**config.mk**
```make
export PLATFORM = sky130hd
export DESIGN_NAME = alu_operand_sequencer
export DESIGN_NICKNAME = d
export VERILOG_FILES = /design/src/rtl/alu_operand_sequencer.sv
export SDC_FILE = /design/constraint.sdc
export NUM_CORES = 1
export LEC_CHECK = 0
export CORE_UTILIZATION = 35
export CTS_CLUSTER_SIZE = 25
export DETAILED_ROUTE_END_ITERATION = 7
export GPL_ROUTABILITY_DRIVEN = 0
export GPL_TIMING_DRIVEN = 0
export PLACE_DENSITY_LB_ADDON = 0.25
export SYNTH_ARGS = -nofsm -noshare
export SYNTH_HDL_FRONTEND = slang
export SYNTH_SLANG_ARGS = --single-unit
```
**constraint.sdc**
```tcl
create_clock -name clk -period 1.4 [get_ports clk]
set_input_delay 0.28 -clock clk [delete_from_list [all_inputs] [get_ports clk]]
set_output_delay 0.28 -clock clk [all_outputs]
set_load 0.01 [all_outputs]
```
**src/rtl/alu_operand_sequencer.sv**
```systemverilog
// Front-end for the 3-bit ALU. A debounced pushbutton steps through capture of
// operand A, operand B and the op select, then registers and holds the ALU result.
module alu_operand_sequencer #(
  parameter int DB_COUNT = 50000,
  parameter int DB_W     = 16
) (
  input  logic       clk,
  input  logic       rst,
  input  logic [2:0] sw,
  input  logic       btn_next,
  input  logic [3:0] alu_q,
  output logic [2:0] a,
  output logic [2:0] b,
  output logic [1:0] sw_select,
  output logic [3:0] result,
  output logic       result_valid,
  output logic [2:0] state_code
);

  typedef enum logic [2:0] {
    S_A    = 3'b000,
    S_B    = 3'b001,
    S_OP   = 3'b010,
    S_EXEC = 3'b011,
    S_SHOW = 3'b100
  } state_t;

  localparam logic [DB_W-1:0] DB_MAX = DB_W'(DB_COUNT);

  logic            sync1, btn_s;
  logic            level, level_d;
  logic [DB_W-1:0] db_cnt;
  logic            press;
  state_t          state;

  // Two-flop synchronizer, then a level is only accepted after DB_COUNT
  // consecutive cycles of disagreement with the current debounced level.
  always_ff @(posedge clk) begin
    if (rst) begin
      sync1   <= 1'b0;
      btn_s   <= 1'b0;
      level   <= 1'b0;
      level_d <= 1'b0;
      db_cnt  <= '0;
    end else begin
      sync1   <= btn_next;
      btn_s   <= sync1;
      level_d <= level;
      if (btn_s == level) begin
        db_cnt <= '0;
      end else if (db_cnt == DB_MAX) begin
        level  <= btn_s;
        db_cnt <= '0;
      end else begin
        db_cnt <= db_cnt + 1'b1;
      end
    end
  end

  // Rising edge of the debounced level only; release and hold give nothing.
  assign press = level & ~level_d;

  always_ff @(posedge clk) begin
    if (rst) begin
      state        <= S_A;
      a            <= '0;
      b            <= '0;
      sw_select    <= '0;
      result       <= '0;
      result_valid <= 1'b0;
    end else begin
      case (state)
        S_A: if (press) begin
          a     <= sw;
          state <= S_B;
        end
        S_B: if (press) begin
          b     <= sw;
          state <= S_OP;
        end
        S_OP: if (press) begin
          sw_select <= sw[1:0];
          state     <= S_EXEC;
        end
        // Operands have been stable for a full cycle, so alu_q has settled.
        S_EXEC: begin
          result       <= alu_q;
          result_valid <= 1'b1;
          state        <= S_SHOW;
        end
        S_SHOW: if (press) begin
          result_valid <= 1'b0;
          state        <= S_A;
        end
        default: begin
          result_valid <= 1'b0;
          state        <= S_A;
        end
      endcase
    end
  end

  assign state_code = state;

endmodule

```
* After elaboration in Yosys (flattened, before gate mapping) *
Index checks and enable logic that the tools add are counted.

word-level totals
  register bits after elaboration = 36
  input bits = 10
  output and inout port bits = 16
  logic and storage cells = 42

cells by class
  add/subtract/negate cells = 1
  eq/ne operators = 10
  multiplexer cells = 7
  bitwise logic cells = 4
  reduce and logical (&&, ||, !) cells = 9

operators with widths
  cell                   number
  $add 16x1->16 const B  1
  $eq 16x16->1 const B   1
  $pmux 3 s5             1
  $mux 3                 4
  $reduce_and 2->1       5
  $ne 2x2->1 const B     4
  $eq 3x2->1 const B     2
  $reduce_or 3->1        2
  $reduce_and 4->1       1
  $eq 3x1->1 const B     1
  $eq 3x3->1 const B     1
  $logic_not 3->1        1
  $not 1->1              3
  $pmux 1 s3             1
  $and 1x1->1            1
  $eq 1x1->1             1
  $mux 1                 1

* Longest topological paths before layout *
Gate-level depths: netlist (run 1).

  depth after elaboration = 4
  depth in mapped cells = 7
  depth with buffers taken out = 6

* Worst setup path before layout (run 1) *
OpenSTA, ideal clock, no wires.

  kind = register to register
  from = register db_cnt[0]
  to = register db_cnt[10]
  setup time = 0.064 ns
  data arrival time = 1.264 ns
  required time = 1.336 ns
  slack = 0.072 ns
  cell stages (with the launch flop) = 8
  period minus slack after synthesis = 1.328 ns
  path through = dfxtp_1 > inv_1 > ha_1 > and4bb_2 > nand4_2 > nand2_2 > buf_4 > nor2_1

on the way
  longest elaborated chain between the ends = 2
  elaborated cells on any way between the ends = 3
  classes of those cells = 1 x add/sub; 1 x eq/ne; 1 x reduce/logical

ends and longest elaborated chain
  what                                                                   line  RTL
  from (decl)                                                            32    logic [DB_W-1:0] db_cnt;
  from (signal assigned)                                                 55    db_cnt <= db_cnt + 1'b1;
  parallel branches: the longest is 2 deep, another holds $add 16x1->16  --

Parallel ways; which one is timed is not known.
A chain may end at the register's enable or synchronous reset.

* Worst setup path in the final report (run 1) *
  from = register db_cnt[0]
  to = register db_cnt[7]

The elaborated chain is that of the path after synthesis.

==> results of run 1 <==
## flip-flops by register name, indices dropped and copies added (netlist names)
| register | flops |
|---|---|
| a | 3 |
| result_valid | 1 |
| result | 4 |
| db_cnt | 16 |
| state_code | 3 |
| b | 3 |
| sw_select | 2 |
| sync1 | 1 |
| btn_s | 1 |
| level | 1 |
| level_d | 1 |
## area by class of cell
class                   instances  area (sq um)  area share
well taps                      50          62.6      0.0300
inverters                       3          13.8     0.00659
clock buffers                   5          68.8      0.0330
repair buffers                 33           308       0.147
multi-input cells             121           875       0.419
plain buffers                   3          22.5      0.0108
flip-flops and latches         36           738       0.354
## power by group through the flow
stage / Combinational [mW] / Sequential (mW) / Clock [mW]
after floorplan: 0.0211 / 1.06 / 0
after global placement: 0.0610 / 1.06 / 0
after detailed placement: 0.0617 / 1.06 / 0
after CTS: 0.0633 / 1.03 / 0.663
after global routing: 0.0766 / 1.03 / 0.713
final: 0.0697 / 1.03 / 0.635
## worst max path at each step
stage,start,to,slack (ps),depth (start not counted)
after global routing,db_cnt[0]$_SDFF_PP0_,db_cnt[7]$_SDFF_PP0_,-20,7
after global placement,db_cnt[0]$_SDFF_PP0_,db_cnt[8]$_SDFF_PP0_,-40,7
after CTS,level$_SDFFE_PP0P_,b[1]$_SDFFE_PP0P_,20,4
final,db_cnt[0]$_SDFF_PP0_,db_cnt[7]$_SDFF_PP0_,30,7
after detailed placement,db_cnt[0]$_SDFF_PP0_,db_cnt[7]$_SDFF_PP0_,-100,7
after floorplan,db_cnt[0]$_SDFF_PP0_,db_cnt[10]$_SDFF_PP0_,70,7
## cell usage after synthesis (2+ instances only)
| master | n |
|---|---|
| nor2b_1 | 5 |
| a21oi_1 | 10 |
| nand2_1 | 15 |
| nor3_1 | 5 |
| mux2i_1 | 8 |
| nor4_2 | 3 |
| ha_1 | 2 |
| nand4_4 | 2 |
| nor2_1 | 29 |
| xor2_1 | 2 |
| nor2_2 | 4 |
| clkbuf_1 | 2 |
| xnor2_1 | 13 |
| inv_1 | 3 |
| dfxtp_1 | 36 |
| nand3_1 | 8 |
## metrics by stage
step,setup WS (ps),setup TNS (ps),utilization
after floorplan,72.5,0,-
after global placement,-35.0,-480,0.451
after detailed placement,-96.5,-1230,0.451
after CTS,19.4,0,0.472
after global routing,-18.8,-68.7,0.507
final,26.0,0,0.507
## metal layers
metal  track usage  vias up  part of all wire
met5             0        -                 0
li1              -      627                 -
met1         0.171      557              0.42
met3        0.0567        6             0.048
met2         0.250       29              0.51
met4        0.0703        0             0.017
## cell families (layout without fill, tap and decap cells)
logic type	after synthesis	in the layout	synth area share
AND/OR/NAND/NOR	85	86	0.331
multiplexers	8	8	0.0519
buffers and inverters	6	44	0.0170
flip-flops	36	36	0.467
adder cells (fa/ha/maj)	2	2	0.0162
XOR/XNOR	15	15	0.0851
AO/OA/AOI/OAI	10	10	0.0324
## placed cells by master, fill, tap and decap left out, types with 2 or more instances in the layout
cell type	n
mux2i_1	8
dfxtp_1	26
nand4_4	3
a21oi_1	10
clkbuf_1	2
clkdlybuf4s50_1	9
nor2b_1	5
nor4_2	2
dlygate4sd2_1	16
nor4_4	2
nor3_1	5
xnor2_1	13
xor2_1	2
dfxtp_2	8
clkbuf_8	5
nand3_1	8
nor2_2	7
nor2_1	26
dfxtp_4	2
nand2_1	15
buf_4	7
## worst max-delay path: stages (launching register included)
cell	delay, ps
dfxtp_4	370
inv_4	60
ha_4	110
and4bb_2	250
nand4_4	120
nand2_4	150
clkbuf_16	160
nor2_2	40
## what timing repair did
| action | 4_1_cts | 5_1_grt |
|---|---|---|
| gates cloned | 0 | 2 |
| endpoints found under the setup margin | 29 | 19 |
| gates resized for setup | 23 | 21 |
| buffers inserted | 2 | 5 |
| pin swaps | 1 | 1 |
==> qor.txt, run 1 <==
Fin. max-slew vios: 0
Setup crit start kind: flop
Status: finished, final reports clean
DRC Markers: 0
Measured slew at the worst slew-check pin: 477 ps
Fill cell count: 378
Final setup viols: 0
Critical register-to-register path endpoint: db_cnt[7]$_SDFF_PP0_
H-tree depth: 2
DR pass1 iterations: 4
WHS: 442 ps
Switching power: 350 uW
Design area: 2090 sq um
Syn Inst Count: 162
Layout cells sized above 1: 0.234
Dominant cell type by area after synthesis: dfxtp_1
Dpl cell area: 1860 sq um
Tot Pwr: 1.74 mW
Post-synthesis sequential area ratio: 0.467
Worst path arrival time: 1540 ps
Diodes inserted: 0
Crit share post-route: 0.981
Worst Path Max Fanout: 5
Top Ports: 26
Flops & latches, synth: 36
Syn nets: 174
CTS clk-pin slew, worst paths: 70 ps
Sequential power share: 0.594
Comb pwr share: 0.040
Flop2flop setup slack: 30 ps
Yosys top cell area share: 0.467
Clk_skew: 7.02 ps
Skew-Pair Late Insertion Delay: 280 ps
Peak VDD IR: 0.442 mV
Antenna Nets Post-Route: 0
WL/cell: 13.1 um
Core box area: 4120 sq um
Main synth FF type: dfxtp_1
Clock sinks: 36
Num rows: 23
Starting Density: 0.375
Post-Layout Cell Count: 251
FF-to-FF path depth: 7
Hold EP: btn_s$_SDFF_PP0_
Post-DP HPWL: 2190 um
Via count: 1219
LEAKAGE: 0.879 nW
Synth Warn #: 0
EDFF count, synth: 0
Drt first-iter violations: 40
Distinct cell type count after synthesis: 31
CP endpoint kind: flop
Ranking of synthesized cells by area: dfxtp_1, xnor2_1, nor2_1, mux2i_1, nand2_1
Net Sw Frac: 0.201
Hold Startpoint: sync1$_SDFF_PP0_
Full die area: 4680 sq um
Area Growth Syn to Fin: 35.3%
Hold buffer count at CTS: 0
Initial antenna violation count: 0
Post-layout min period: 1370 ps
Die width: 68.4 um
Gr ovfl total: 0
First-pass GRT wire length: 5130 um
Fmax: 728 MHz
Final WL: 3290 um
Hold Crit Class: flop to flop
Max_slew headroom: 0.682
Drt via density: 4.86
GRT Util Overall: 0.151
CTS buffer count: 5
MaxCap Viol Count: 0
Worst r2r src: db_cnt[0]$_SDFF_PP0_
Hold depth: 1
Syn_area_per_cell: 9.53 sq um
Worst path required time: 1570 ps
Placed cell count: 237
Clk pwr share: 0.366
RSZ-0062 raised after global routing: yes
Chip height: 68.4 um
Setup Crit Path Kind: flop to flop
Mapped cell area: 1540 sq um
Cell Int Power: 1.39 mW
Port Buf Inserts: 25
Largest net degree at the start of global routing: 11
Clock Tree Buf Depth: 2
Pwr Density: 832 nW/um^2
Async SR Flop Fraction: 0
CTS root buf: clkbuf_8
Hold Fails Final Rpt: 0
CTS tree: done
Nets@finish: 215
Number of global-route vias before repair: 1180
(Power assumes the default switching activity.)
==> run 2: changes to the inputs <==
- CORE_UTILIZATION: 35 -> 46
- clock period: 1.4 -> 1.15 ns (I/O delays scaled with it)
==> run 2 against run 1 <==
Compared with the run above:
- the run now ends with negative setup slack left
- critical path depth stayed put
- global-route usage is 3.7 points higher
- fmax is 2.7% higher
- clock power is 5.2% lower
- non-clock buffer count is 1 higher
- final cell count is 1.6% lower
- first-iteration DRC count is 38% higher
- largest cell class unchanged
==> qor.txt, run 2 (synthesized netlist as in run 1, its figures left out) <==
Status: finished, violations left (was finished, final reports clean)
Failing checks: negative setup slack
RSZ-0062 raised after global routing: yes (unchanged)
WL/cell: 12.2 um (was 13.1 um)
Post-DP HPWL: 2140 um (was 2190 um)
Via count: 1213 (was 1219)
Hold Crit Class: flop to flop (unchanged)
Port Buf Inserts: 25 (unchanged)
Setup Crit Path Kind: flop to flop (unchanged)
Area Growth Syn to Fin: 30.2% (was 35.3%)
Measured slew at the worst slew-check pin: 450 ps (was 477 ps)
GRT Util Overall: 0.188 (was 0.151)
Num rows: 20 (was 23)
Starting Density: 0.494 (was 0.375)
H-tree depth: 2 (unchanged)
Full die area: 3590 sq um (was 4680 sq um)
Core box area: 3130 sq um (was 4120 sq um)
Final WL: 3020 um (was 3290 um)
Gr ovfl total: 0 (unchanged)
CP endpoint kind: flop (unchanged)
Crit share post-route: 1.16 (was 0.981)
Biggest regs: db_cnt (16), result (4) (unchanged)
Hold buffer count at CTS: 0 (unchanged)
DR pass1 iterations: 4 (unchanged)
Layout cells sized above 1: 0.399 (was 0.234)
Fill cell count: 275 (was 378)
CTS buffer count: 5 (unchanged)
CTS tree: done (unchanged)
Max_slew headroom: 0.700 (was 0.682)
Dpl cell area: 1890 sq um (was 1860 sq um)
Largest net degree at the start of global routing: 11 (unchanged)
Clk_skew: 5.68 ps (was 7.02 ps)
Worst Path Max Fanout: 10 (was 5)
Max FFs per register: 16 (unchanged)
Commonest non-fill, non-tap cell in the layout: nor2_1
Design area: 2010 sq um (was 2090 sq um)
Fin. max-slew vios: 0 (unchanged)
Reg area: 761 sq um (was 738 sq um)
DRC Markers: 0 (unchanged)
Most frequent cells in the layout: nor2_1, dfxtp_2, dfxtp_1, buf_2 (was nor2_1, dfxtp_1, dlygate4sd2_1, nand2_1, xnor2_1)
Post-layout min period: 1340 ps (was 1370 ps)
Chip height: 59.9 um (was 68.4 um)
Fin worst setup slack: -188 ps (was 26.0 ps)
Setup tns final: -2920 ps (was 0 ps)
Number of global-route vias before repair: 1118 (was 1180)
Fmax: 747 MHz (was 728 MHz)
Largest register by flop count: db_cnt (unchanged)
Peak VDD IR: 0.728 mV (was 0.442 mV)
Worst path arrival time: 1560 ps (was 1540 ps)
Top Ports: 26 (unchanged)
Initial antenna violation count: 0 (unchanged)
Die width: 59.9 um (was 68.4 um)
Drt first-iter violations: 55 (was 40)
Clock Tree Buf Depth: 2 (unchanged)
Clock sinks: 36 (unchanged)
First-pass GRT wire length: 4930 um (was 5130 um)
Diodes inserted: 0 (unchanged)
MaxCap Viol Count: 0 (unchanged)
Antenna Nets Post-Route: 0 (unchanged)
Nets@finish: 215 (unchanged)
Hold Fails Final Rpt: 0 (unchanged)
Worst path required time: 1370 ps (was 1570 ps)
Setup crit start kind: flop (unchanged)
CTS clk-pin slew, worst paths: 100 ps (was 70 ps)
CTS root buf: clkbuf_4 (was clkbuf_8)
Final setup viols: 17 (was 0)
Pwr Density: 959 nW/um^2 (was 832 nW/um^2)
Area of the multi-input gates: 867 sq um (was 875 sq um)
Skew-Pair Late Insertion Delay: 320 ps (was 280 ps)
LEAKAGE: 0.804 nW (was 0.879 nW)
Drt via density: 4.91 (was 4.86)
-- run 2: changes by cell type in the layout (fill, tap and decap cells not counted), sizes merged --
cell,change
clkbuf,+1
clkdlybuf4s15,+1
nand4,-1
dlygate4sd2,-16
clkinv,+1
buf,+16
-- run 2: area by class of cell --
type,count,share of cell area
Clock buffer,6,0.0205
Multi-Input combinational cell,120,0.431
Inverter,3,0.00560
Buffer,3,0.0112
Sequential cell,36,0.378
Tap cell,44,0.0274
Timing Repair Buffer,34,0.123
Clock inverter,1,0.00249
-- run 2: per-layer routing --
layer / vias to the layer above / track usage / wire length (um)
met4: 0 / 0.0797 / 45
met2: 24 / 0.302 / 1540
met3: 7 / 0.0455 / 114
li1: 629 / - / -
met5: - / 0 / 0
met1: 553 / 0.241 / 1320
-- run 2: power by group --
| part | internal [mW] | switching (mW) | leakage (nW) | total [mW] |
|---|---|---|---|---|
| registers | 1.24 | 0.00452 | 0.303 | 1.25 |
| logic | 0.0448 | 0.0341 | 0.473 | 0.0789 |
| clock network | 0.225 | 0.377 | 0.0281 | 0.602 |
| total | 1.51 | 0.416 | 0.804 | 1.93 |
-- run 2: critical path, stage by stage (launching register included) --
cell and delay, ps:
dfxtp_4 370, inv_2 40, ha_1 130, and4bb_2 260, nand4_4 130, nand2_4 120
buf_8 140, nor2_2 50
-- run 2: timing repair --
item | CTS | global route
gates resized for setup | 67 | 32
hold endpoints to repair | 0 | 0
setup buffers | 7 | 3
setup endpoints to repair | 46 | 41
pin swaps | 3 | 3
-- run 2: through the flow --
stage	hold slack (ps)	setup slack, ps	total power, mW	std cells	utilization
detailed placement	434	-217	1.36	231	0.604
CTS	436	-188	1.96	244	0.642
floorplan	358	-105	1.31	162	-
finish	451	-188	1.93	247	0.643
global placement	423	-198	1.36	231	0.604
global route	443	-250	2.05	247	0.643
-- run 2: path summary, 6_finish.rpt --
check | slack, ps | cells past startpoint | from | end
worst max-delay path | -190 | 7 | db_cnt[0]$_SDFF_PP0_ | db_cnt[12]$_SDFF_PP0_
worst min-delay path | 450 | 1 | db_cnt[0]$_SDFF_PP0_ | db_cnt[0]$_SDFF_PP0_
worst max register to register | -190 | 7 | db_cnt[0]$_SDFF_PP0_ | db_cnt[12]$_SDFF_PP0_
worst min register to register | 450 | 1 | db_cnt[0]$_SDFF_PP0_ | db_cnt[0]$_SDFF_PP0_
